File: config.mk
export PLATFORM = sky130hd
export DESIGN_NAME = uart_rx_oversample
export DESIGN_NICKNAME = d
export VERILOG_FILES = /design/src/rtl/uart_rx_oversample.sv
export SDC_FILE = /design/constraint.sdc
export NUM_CORES = 1
export LEC_CHECK = 0
export BUFFER_PORTS_ARGS = -buffer_cell sky130_fd_sc_hd__clkbuf_2
export CAP_MARGIN = 10
export CORE_AREA = 3 3 68 70
export DETAILED_ROUTE_END_ITERATION = 10
export DIE_AREA = 0 0 71 73
export PLACE_DENSITY_LB_ADDON = 0.1
export SLEW_MARGIN = 20
export SYNTH_ARGS = -nofsm -noshare
export SYNTH_HDL_FRONTEND = slang
export SYNTH_SLANG_ARGS = --single-unit
File: constraint.sdc
create_clock -name clk -period 2.8 [get_ports clk]
set_input_delay 0.28 -clock clk [delete_from_list [all_inputs] [get_ports clk]]
set_output_delay 0.28 -clock clk [all_outputs]
set_load 0.05 [all_outputs]
File: src/rtl/uart_rx_oversample.sv
// ---------------------------------------------------------------------------
// uart_rx_oversample
//
// 16x-oversampling UART receiver, 8N1, LSB first. Converts the asynchronous
// rxd pin into bytes for the peripheral bus block.
//
// Ports
//   clk        in   system clock, everything on the rising edge
//   reset      in   asynchronous, active-high, clears all state
//   rxd        in   serial line, idle high, asynchronous to clk
//   rx_data    out  [7:0] last correctly framed byte
//   rx_status  out  high from byte completion until the next valid start bit
//   rx_valid   out  one-cycle pulse when rx_data updates
//   frame_err  out  one-cycle pulse when the stop bit samples low
//   busy       out  high whenever the receiver is not idle
//
// Parameter
//   DIV        system clocks per 16x sample tick, legal range 2..65535
//
// State table
//   state   | meaning
//   S_IDLE  | line idle, waiting for a low level on the synchronized input
//   S_START | qualifying the start bit; a high vote rejects it as a glitch
//   S_DATA  | shifting in the eight data bits, LSB first
//   S_STOP  | checking the stop bit at mid-bit
//   S_BREAK | stop bit was low; wait for the line to return high
// ---------------------------------------------------------------------------
module uart_rx_oversample #(
    parameter int unsigned DIV = 326
) (
    input  logic       clk,
    input  logic       reset,
    input  logic       rxd,
    output logic [7:0] rx_data,
    output logic       rx_status,
    output logic       rx_valid,
    output logic       frame_err,
    output logic       busy
);

    localparam logic [15:0] TICK_TC = 16'(DIV - 1);

    typedef enum logic [2:0] {
        S_IDLE  = 3'd0,
        S_START = 3'd1,
        S_DATA  = 3'd2,
        S_STOP  = 3'd3,
        S_BREAK = 3'd4
    } state_t;

    state_t      r_state;

    logic        r_sync1;
    logic        r_sync2;
    logic [15:0] r_tcnt;
    logic [3:0]  r_scnt;
    logic [2:0]  r_bcnt;
    logic        r_v7;
    logic        r_v8;
    logic [7:0]  r_shreg;

    logic [7:0]  r_rx_data;
    logic        r_rx_status;
    logic        r_rx_valid;
    logic        r_frame_err;
    logic        r_busy;

    logic        w_rxs;
    logic        w_tick;
    logic        w_vote;
    logic        w_mid;
    logic        w_end;

    // -----------------------------------------------------------------------
    // Two-flop synchronizer; both stages reset to the idle (high) level so a
    // reset never looks like a start edge.
    // -----------------------------------------------------------------------
    always_ff @(posedge clk or posedge reset) begin
        if (reset) begin
            r_sync1 <= 1'b1;
            r_sync2 <= 1'b1;
        end else begin
            r_sync1 <= rxd;
            r_sync2 <= r_sync1;
        end
    end

    assign w_rxs = r_sync2;

    // -----------------------------------------------------------------------
    // Sample tick generator. Held at zero while idle, so the first count of a
    // frame starts on the cycle the FSM enters S_START and every sample point
    // is referenced to the detected falling edge.
    // -----------------------------------------------------------------------
    assign w_tick = (r_tcnt == TICK_TC);

    always_ff @(posedge clk or posedge reset) begin
        if (reset) begin
            r_tcnt <= 16'd0;
        end else if (r_state == S_IDLE) begin
            r_tcnt <= 16'd0;
        end else if (w_tick) begin
            r_tcnt <= 16'd0;
        end else begin
            r_tcnt <= r_tcnt + 16'd1;
        end
    end

    // Majority of the samples at scnt 7, 8 and 9; the third sample is the
    // live synchronized input on the scnt=9 tick.
    assign w_vote = (r_v7 & r_v8) | (r_v7 & w_rxs) | (r_v8 & w_rxs);

    assign w_mid  = w_tick && (r_scnt == 4'd9);
    assign w_end  = w_tick && (r_scnt == 4'd15);

    // -----------------------------------------------------------------------
    // Receive FSM with registered outputs
    // -----------------------------------------------------------------------
    always_ff @(posedge clk or posedge reset) begin
        if (reset) begin
            r_state     <= S_IDLE;
            r_scnt      <= 4'd0;
            r_bcnt      <= 3'd0;
            r_v7        <= 1'b1;
            r_v8        <= 1'b1;
            r_shreg     <= 8'h00;
            r_rx_data   <= 8'h00;
            r_rx_status <= 1'b0;
            r_rx_valid  <= 1'b0;
            r_frame_err <= 1'b0;
            r_busy      <= 1'b0;
        end else begin
            r_rx_valid  <= 1'b0;
            r_frame_err <= 1'b0;

            if (w_tick && (r_scnt == 4'd7)) begin
                r_v7 <= w_rxs;
            end
            if (w_tick && (r_scnt == 4'd8)) begin
                r_v8 <= w_rxs;
            end

            // scnt is cleared while idle so a frame accepted on the very
            // first idle cycle still starts counting from zero.
            if (r_state == S_IDLE) begin
                r_scnt <= 4'd0;
            end else if (w_tick) begin
                r_scnt <= r_scnt + 4'd1;
            end

            case (r_state)
                S_IDLE: begin
                    if (!w_rxs) begin
                        r_state <= S_START;
                        r_busy  <= 1'b1;
                    end
                end

                S_START: begin
                    if (w_mid) begin
                        if (w_vote) begin
                            // Low pulse too short to be a start bit.
                            r_state <= S_IDLE;
                            r_busy  <= 1'b0;
                        end else begin
                            r_rx_status <= 1'b0;
                        end
                    end else if (w_end) begin
                        r_state <= S_DATA;
                        r_bcnt  <= 3'd0;
                    end
                end

                S_DATA: begin
                    if (w_mid) begin
                        // Shift in at the MSB; after eight bits the first
                        // bit received sits in bit 0.
                        r_shreg <= {w_vote, r_shreg[7:1]};
                    end else if (w_end) begin
                        if (r_bcnt == 3'd7) begin
                            r_state <= S_STOP;
                        end else begin
                            r_bcnt <= r_bcnt + 3'd1;
                        end
                    end
                end

                S_STOP: begin
                    // Leaving at mid stop bit gives half a bit of margin to
                    // resynchronise on a back-to-back start edge.
                    if (w_mid) begin
                        if (w_vote) begin
                            r_rx_data   <= r_shreg;
                            r_rx_valid  <= 1'b1;
                            r_rx_status <= 1'b1;
                            r_state     <= S_IDLE;
                            r_busy      <= 1'b0;
                        end else begin
                            r_frame_err <= 1'b1;
                            r_state     <= S_BREAK;
                        end
                    end
                end

                S_BREAK: begin
                    // A held-low line reports a single frame error.
                    if (w_rxs) begin
                        r_state <= S_IDLE;
                        r_busy  <= 1'b0;
                    end
                end

                default: begin
                    r_state <= S_IDLE;
                    r_busy  <= 1'b0;
                end
            endcase
        end
    end

    assign rx_data   = r_rx_data;
    assign rx_status = r_rx_status;
    assign rx_valid  = r_rx_valid;
    assign frame_err = r_frame_err;
    assign busy      = r_busy;

endmodule

==> results of run 1 <==
final cells by class:
type                    instances  area, sq um  area share [%]
flip-flops and latches         50         1256           47.92
inverters                       8        31.28           1.193
clock buffers                   5        68.82           2.625
multi-input cells             151         1081           41.24
well taps                      50        62.56           2.387
repair buffers                 17        92.59           3.532
clock inverters                 3        28.78           1.098
placed cells by master, fill, tap and decap left out, types with 4 or more instances in the layout:
master,instances
dfrtp_1,46
nor2_1,20
mux2_2,18
clkbuf_2,14
a21oi_1,12
nand2_1,12
o21ai_0,10
nand3_1,9
inv_1,7
ha_1,7
xor2_1,6
nand4_1,5
or3_1,5
and3_1,5
xnor2_1,5
clkbuf_8,5
nand3b_1,4
dfstp_2,4
worst paths after layout:
path                         endpoint  slack (ns)  depth (start not counted)
max                         r_bcnt[1]        0.22                          4
min                           r_sync1        0.04                          1
max reg2reg                 r_bcnt[1]        0.22                          4
min reg2reg                   r_sync2        0.37                          0
max in group asynchronous        busy        2.22                          2
min in group asynchronous  rx_data[4]        0.09                          2
per-layer routing:
layer / global-route usage [%] / wire length (um)
met1: 23.43 / 1917
met2: 31.62 / 2200
met3: 4.683 / 163
met4: 6.681 / 69
met5: 0 / 0
cell families after synthesis:
| family | after synthesis |
|---|---|
| xor+xnor | 11 |
| buf+inv | 16 |
| simple gates | 84 |
| compound gates | 27 |
| fa+ha+maj | 8 |
| flops | 50 |
| mux | 21 |
through the flow:
step / cells / hold slack (ns)
6_report: 284 / 0.04100
5_1_grt: 284 / 0.03874
4_1_cts: 284 / 0.03704
3_5_place_dp: 276 / 0.3505
3_3_place_gp: 276 / 0.3465
2_1_floorplan: 217 / 0.2845
flip-flops by register name, indices dropped and copies added (netlist names):
signal	count
frame_err	1
r_v8	1
r_scnt	4
r_sync1	1
r_shreg	8
busy	1
r_tcnt	16
rx_data	8
r_bcnt	3
r_sync2	1
r_state	3
r_v7	1
rx_valid	1
rx_status	1
critical path: cells and delay by family, from the launching register on:
kind	cells	cell delay (ns)
flip-flops	1	0.46
multiplexers	1	0.33
AND/OR/NAND/NOR	3	1.68
power groups by stage:
stage	Combinational (mW)	Sequential [mW]	Clock (mW)
final	0.0166	0.726	0.442
after global routing	0.0197	0.726	0.485
after CTS	0.0176	0.726	0.459
after detailed placement	0.0176	0.740	0
after global placement	0.0166	0.740	0
after floorplan	0.0121	0.739	0
==> results.cfg, run 1 <==
[run_status]
status = finished, final reports clean

[worst_setup_path]
slowest_stage = or4b_1
end_kind = flop
slowest_delay_ns = 0.59
crit_arrival_ns = 2.78
required_ns = 3.00
crit_chain = or4b_1, or4_4, or4_4, mux2_4
worstSetupPathType = flop to flop
critPathLaunch = r_tcnt[7]
worstReg2RegStart = r_tcnt[7]
crit_fanout = 7
critical_path.startpoint_type = flop
crit_top_cell = or4_4

[sta]
fin_skew_ns = 0.006152
slew_violations = 0
min_period_over_period_pct = 92.08
worst_slack_ns = 0.2217
worstMarginPinSlew_ns = 0.8260
slew_headroom_pct = 44.87
rsz0062_at_grt = no
max_freq_mhz = 387.9
fin_setup_tns_ns = 0
finalHoldViolCount = 0
fin_crit_ns = 2.578
finalSetupViolations = 0

[yosys]
synth_xor_xnor_area_share_pct = 4.006
synth_top_family_by_area = simple AND/OR/NAND/NOR gates
synth_edf_count = 0
yosys.area.top_type_share_pct = 47.87
synth_compound_area_share_pct = 6.243
synth_cells = 217
synth_area_sq_um = 2405
synthFlopType = dfrtp_1
syn-mean-instance-area_sq_um = 11.08
yosys.area_share.simple_pct = 20.34
synth_adder_area_share_pct = 4.058
yosys-top-cells-count = dfrtp_1 (46), nor2_1 (20), mux2_2 (18)
synth-seq-cells = 50
synth_top_area_cell = dfrtp_1
seq_area_frac_synth_pct = 52.24
yosys_warnings = 0
syn-num-nets = 227
synthMuxAreaShare_pct = 10.30
synth-async-reset-ratio_pct = 100.0
ys_types = 40
yosys-top-cells-area = dfrtp_1 (48%), mux2_2 (8.4%), dfstp_2 (4.4%), ha_1 (3.6%), nor2_1 (3.1%)
yosysMostFrequentCell = dfrtp_1

[die]
start_util_pct = 59.69
dieArea_sq_um = 5183
io_pins = 15
die_y_um = 73
num_rows = 23
core_sq_um = 4029
die_w_um = 71

[clock_network]
cts_hold_buf = 0
cts_root_buffer = clkbuf_8
worst_skew_pair.late_latency_ns = 0.31
clock_sink_count = 50
cts-resized-gates = 0
cts_tree = yes
numCtsBuffers = 5
ctsLongestPathBuffers = 2
clk_pin_slew_ns = 0.10
cts_setup_buffers = 0
htreeDepth = 2

[power]
power_switching_mw = 0.2716
power_mw = 1.185
power_density_nw_per_um2 = 452.1
switching_share_pct = 22.92
clockPowerShare_pct = 37.3
combPwrFrac_pct = 1.4
peakVddDrop_uv = 344.1
p_leak_nw = 1.212
internal_power_mw = 0.9134
seq_power_share_pct = 61.3

[final_layout]
fill_cells = 326
syn_to_final_growth_pct = 9.001
postLayoutCoreUtil_pct = 65.06
final_net_count = 243
design_area_sq_um = 2621
n_antenna_cell = 0
drive_above_1_share_pct = 24.79

[min_path]
hold_path.class = input pin to flop
hold_start = rxd

[job]
maxCapViolations = 0

[drt]
num_vias = 1663
first_iter_violations = 155
viasPerCell = 5.856
avgRoutedWirePerCell_um = 15.32
ant_nets = 0
wirelength_mm = 4.350
drc = 0
drt-pass1-iter-count = 4

[placement]
dp_hpwl_mm = 3.149
dpl_worst_slack_ns = 0.2262
gp_congestion = 0.8041
post_dp_cell_area_sq_um = 2522
io_buffer_count = 14

[global_routing]
grt_first_pass_wirelength_mm = 7.714
grt_overflow = 0
antenna_found_initial = 0
grt_pass1_vias = 1673
grt.total_usage_pct = 18.71
grt_max_degree = 51
Power figures use the tool's default switching activity.
==> inputs of run 2 (changes only) <==
- CTS_CLUSTER_SIZE: default -> 12
- PLACE_DENSITY: default -> 0.76
- PLACE_DENSITY_LB_ADDON: 0.1 -> default
==> run 2 against run 1 <==
Fmax fell by 0.89%. Clock skew rose by 0.0067 ns. Critical path depth did not move. Sequential cell count did not move. Hold slack improved by 0.015 ns. Highest routed layer unchanged.
==> results.cfg, run 2 (synthesized netlist as in run 1, its figures left out) <==
[run_status]
status = finished, final reports clean

[worst_setup_path]
worstSetupPathType = flop to flop
required_ns = 3.00
r2r_setup_slack_ns = 0.20
end_kind = flop
crit_fanout = 9
crit_arrival_ns = 2.80
critical_path.startpoint_type = flop
ff2ff_path_depth = 4

[min_path]
hold_path.class = input pin to flop
holdPathStages = 1

[drt]
viasPerCell = 5.820
ant_nets = 0
drc = 0
num_vias = 1653
first_iter_violations = 159
wirelength_mm = 4.061
avgRoutedWirePerCell_um = 14.30
drt-pass1-iter-count = 4

[sta]
worstMarginPinSlew_ns = 0.8221
slew_headroom_pct = 45.13
finalHoldViolCount = 0
fin_crit_ns = 2.602
slew_violations = 0
min_period_over_period_pct = 92.91
finalSetupViolations = 0
fin_skew_ns = 0.01285
fin_setup_tns_ns = 0
rsz0062_at_grt = no
max_freq_mhz = 384.4

[power]
peakVddDrop_uv = 239.6
power_mw = 1.167
p_leak_nw = 1.206
power_density_nw_per_um2 = 445.9

[global_routing]
grtUsageMet3_pct = 3.994
grt_use_met1_pct = 21.61
grt_pass1_vias = 1532
grt_max_degree = 51
grt_first_pass_wirelength_mm = 6.941
antenna_found_initial = 0
grtUsageMet2_pct = 27.29
grt.total_usage_pct = 16.89
grt_overflow = 0
busiest_layer = met2

[die]
start_util_pct = 59.69
core_sq_um = 4029
dieArea_sq_um = 5183
num_rows = 23
io_pins = 15
die_y_um = 73
die_w_um = 71

[clock_network]
numCtsBuffers = 5
cts_setup_buffers = 0
cts_hold_buf = 0
htreeDepth = 2
cts-resized-gates = 0
clock_sink_count = 50
worst_skew_pair.late_latency_ns = 0.31
cts_root_buffer = clkbuf_8
ctsLongestPathBuffers = 2
cts_tree = yes
clk_pin_slew_ns = 0.09

[placement]
dp_hpwl_mm = 2.845
gp_congestion = 0.8951
io_buffer_count = 14

[final_layout]
final_net_count = 243
drive_above_1_share_pct = 24.79
layout_commonest_cell = dfrtp_1
n_antenna_cell = 0
largest-register = r_tcnt
fill_cells = 333
syn_to_final_growth_pct = 8.845
largest_reg_flops = 16
layout_common_cells = dfrtp_1 (46), nor2_1 (20), mux2_2 (18)

[job]
maxCapViolations = 0
-- run 2: area by class of cell --
| type | count | area [sq um] | share of cell area, % |
|---|---|---|---|
| flip-flops and latches | 50 | 1256 | 47.99 |
| multi-input cells | 151 | 1081 | 41.30 |
| repair buffers | 17 | 92.59 | 3.537 |
| clock buffers | 5 | 68.82 | 2.629 |
| well taps | 50 | 62.56 | 2.390 |
| inverters | 8 | 31.28 | 1.195 |
| clock inverters | 3 | 25.02 | 0.9560 |
-- run 2: final timing paths --
| path | from | end |
|---|---|---|
| max in group asynchronous | reset | r_scnt[0] |
| max reg2reg | r_tcnt[7] | r_bcnt[2] |
| max | r_tcnt[7] | r_bcnt[2] |
| min reg2reg | r_sync1 | r_sync2 |
| min | rxd | r_sync1 |
| min in group asynchronous | reset | rx_data[5] |
-- run 2: per-stage QoR --
stage / setup slack, ns / cell area [sq um] / hold WS [ns] / std cells / util, %
2_1_floorplan: 0.2441 / 2405 / 0.2845 / 217 / -
3_3_place_gp: 0.2378 / 2522 / 0.3479 / 276 / 62.61
3_5_place_dp: 0.2098 / 2522 / 0.3475 / 276 / 62.61
4_1_cts: 0.1980 / 2616 / 0.04158 / 284 / 64.94
5_1_grt: 0.1336 / 2618 / 0.03866 / 284 / 64.97
6_report: 0.1985 / 2618 / 0.05596 / 284 / 64.97
-- run 2: per-layer routing --
layer / vias to the layer above / wire, um
met4: 0 / 44
met2: 43 / 2046
met1: 803 / 1828
li1: 801 / -
met5: - / 0
met3: 6 / 142
-- run 2: critical path, stage by stage, from the launching register on --
cell	delay, ns
dfrtp_1	0.46
or4b_1	0.58
or4_4	0.57
or4_4	0.58
mux2_4	0.31
-- run 2: report_power, final --
| group | total, mW | internal (mW) | switching [mW] |
|---|---|---|---|
| Clock | 0.425 | 0.180 | 0.244 |
| Sequential | 0.726 | 0.724 | 0.00141 |
| Combinational | 0.0165 | 0.00207 | 0.0144 |
==> inputs of run 3 (changes only) <==
- CORE_AREA: 3 3 68 70 -> 3 3 73 75
- DIE_AREA: 0 0 71 73 -> 0 0 76 78
- PLACE_DENSITY: 0.76 -> 0.67
==> run 3 against run 2 <==
Die area increased by 14%. Utilization down 8.0 points. Wire length up 0.44%. Clock skew shrank 0.0072 ns. First-iteration DRC count fell by 18%. Sequential cell count did not move. Power increased by 15%. Design area is 2.7% higher. Register-to-register slack improved by 0.06 ns.
==> results.cfg, run 3 (synthesized netlist as in run 1, its figures left out) <==
[worst_setup_path]
critPathTopFamily = simple AND/OR/NAND/NOR gates
crit_buf_inv = 0
end_kind = flop
r2r_setup_slack_ns = 0.26
crit_top_cell = or4_4
required_ns = 2.99
crit_chain = or4b_1, or4_4, or4_4, mux2_4
crit_arrival_ns = 2.73
crit_fanout = 7
slowest_delay_ns = 0.59
critical_path.startpoint_type = flop
worstSetupPathType = flop to flop
slowest_stage = or4b_1

[power]
combPwrFrac_pct = 1.3
power_switching_mw = 0.2548
power_mw = 1.340
switching_share_pct = 19.02
internal_power_mw = 1.085
seq_power_share_pct = 54.2
power_density_nw_per_um2 = 498.3
clockPowerShare_pct = 44.5
peakVddDrop_uv = 254.9
p_leak_nw = 1.235

[die]
die_y_um = 78
start_util_pct = 50.91
dieArea_sq_um = 5928
core_sq_um = 4723
io_pins = 15
num_rows = 25
die_w_um = 76

[sta]
fin_skew_ns = 0.005657
rsz0062_at_grt = no
worstMarginPinSlew_ns = 0.9548
finalSetupViolations = 0
fin_setup_tns_ns = 0
finalHoldViolCount = 0
hold_slack_ns = 0.05615
slew_violations = 0
max_freq_mhz = 393.0
fin_crit_ns = 2.545
min_period_over_period_pct = 90.88
slew_headroom_pct = 36.25

[global_routing]
grt_overflow = 0
antenna_found_initial = 0
grt_pass1_vias = 1668
grt_max_degree = 49
grt.total_usage_pct = 15.42
grt_first_pass_wirelength_mm = 7.569

[clock_network]
cts-resized-gates = 0
worst_skew_pair.late_latency_ns = 0.30
cts_hold_buf = 0
numCtsBuffers = 5
clock_sink_count = 50
cts_setup_buffers = 0
cts_root_buffer = clkbuf_8
ctsLongestPathBuffers = 2
clk_pin_slew_ns = 0.09
cts_tree = yes
htreeDepth = 2

[final_layout]
drive_above_1_share_pct = 25.11
syn_to_final_growth_pct = 11.81
layout_commonest_cell = dfrtp_1
n_antenna_cell = 0
final_net_count = 244
postLayoutCoreUtil_pct = 56.93
layout_common_cells = dfrtp_1 (46), nor2_1 (20), mux2_2 (18)
largest_reg_flops = 16
largest-register = r_tcnt

[drt]
avgRoutedWirePerCell_um = 13.51
ant_nets = 0
viasPerCell = 5.358
first_iter_violations = 131
wirelength_mm = 4.079
num_vias = 1618
drc = 0
drt-pass1-iter-count = 4

[placement]
io_buffer_count = 14
dp_hpwl_mm = 2.874
gp_congestion = 0.7641

[job]
maxCapViolations = 0

[min_path]
hold_path.class = input pin to flop

[run_status]
status = finished, final reports clean
run 3: through the flow:
step / instances / setup slack [ns] / area [sq um]
6_report: 302 / 0.2553 / 2689
5_1_grt: 302 / 0.1506 / 2689
4_1_cts: 302 / 0.2519 / 2689
3_5_place_dp: 294 / 0.2691 / 2551
3_3_place_gp: 294 / 0.3034 / 2551
2_1_floorplan: 217 / 0.2441 / 2405
run 3: power groups by stage:
stage               logic [mW]  registers [mW]  clock network [mW]
floorplan               0.0121           0.739                   0
detailed placement      0.0192           0.740                   0
CTS                     0.0192           0.726               0.614
global placement        0.0192           0.740                   0
global route            0.0213           0.726               0.640
finish                  0.0175           0.726               0.597
run 3: final timing paths:
kind | startpoint | end | cells past startpoint
worst max-delay path | r_tcnt[7] | r_bcnt[1] | 4
worst min-delay path | rxd | r_sync1 | 1
worst max register to register | r_tcnt[7] | r_bcnt[1] | 4
worst min register to register | r_sync1 | r_sync2 | 0
max in group asynchronous | reset | r_v7 | 3
min in group asynchronous | reset | r_tcnt[12] | 2
run 3: cell type report:
type	instances	area [sq um]
Timing Repair Buffer	18	100.1
Tap cell	67	83.83
Clock buffer	5	68.82
Sequential cell	50	1256
Multi-Input combinational cell	151	1081
Fill cell	408	2034
Inverter	8	30.03
Clock inverter	3	68.82
run 3: routing by layer:
layer	track usage, %	up-vias	wire length, um
li1	-	804	-
met1	19.52	789	1949
met2	27.04	23	1982
met3	3.248	2	123
met4	3.804	0	24
met5	0	-	0
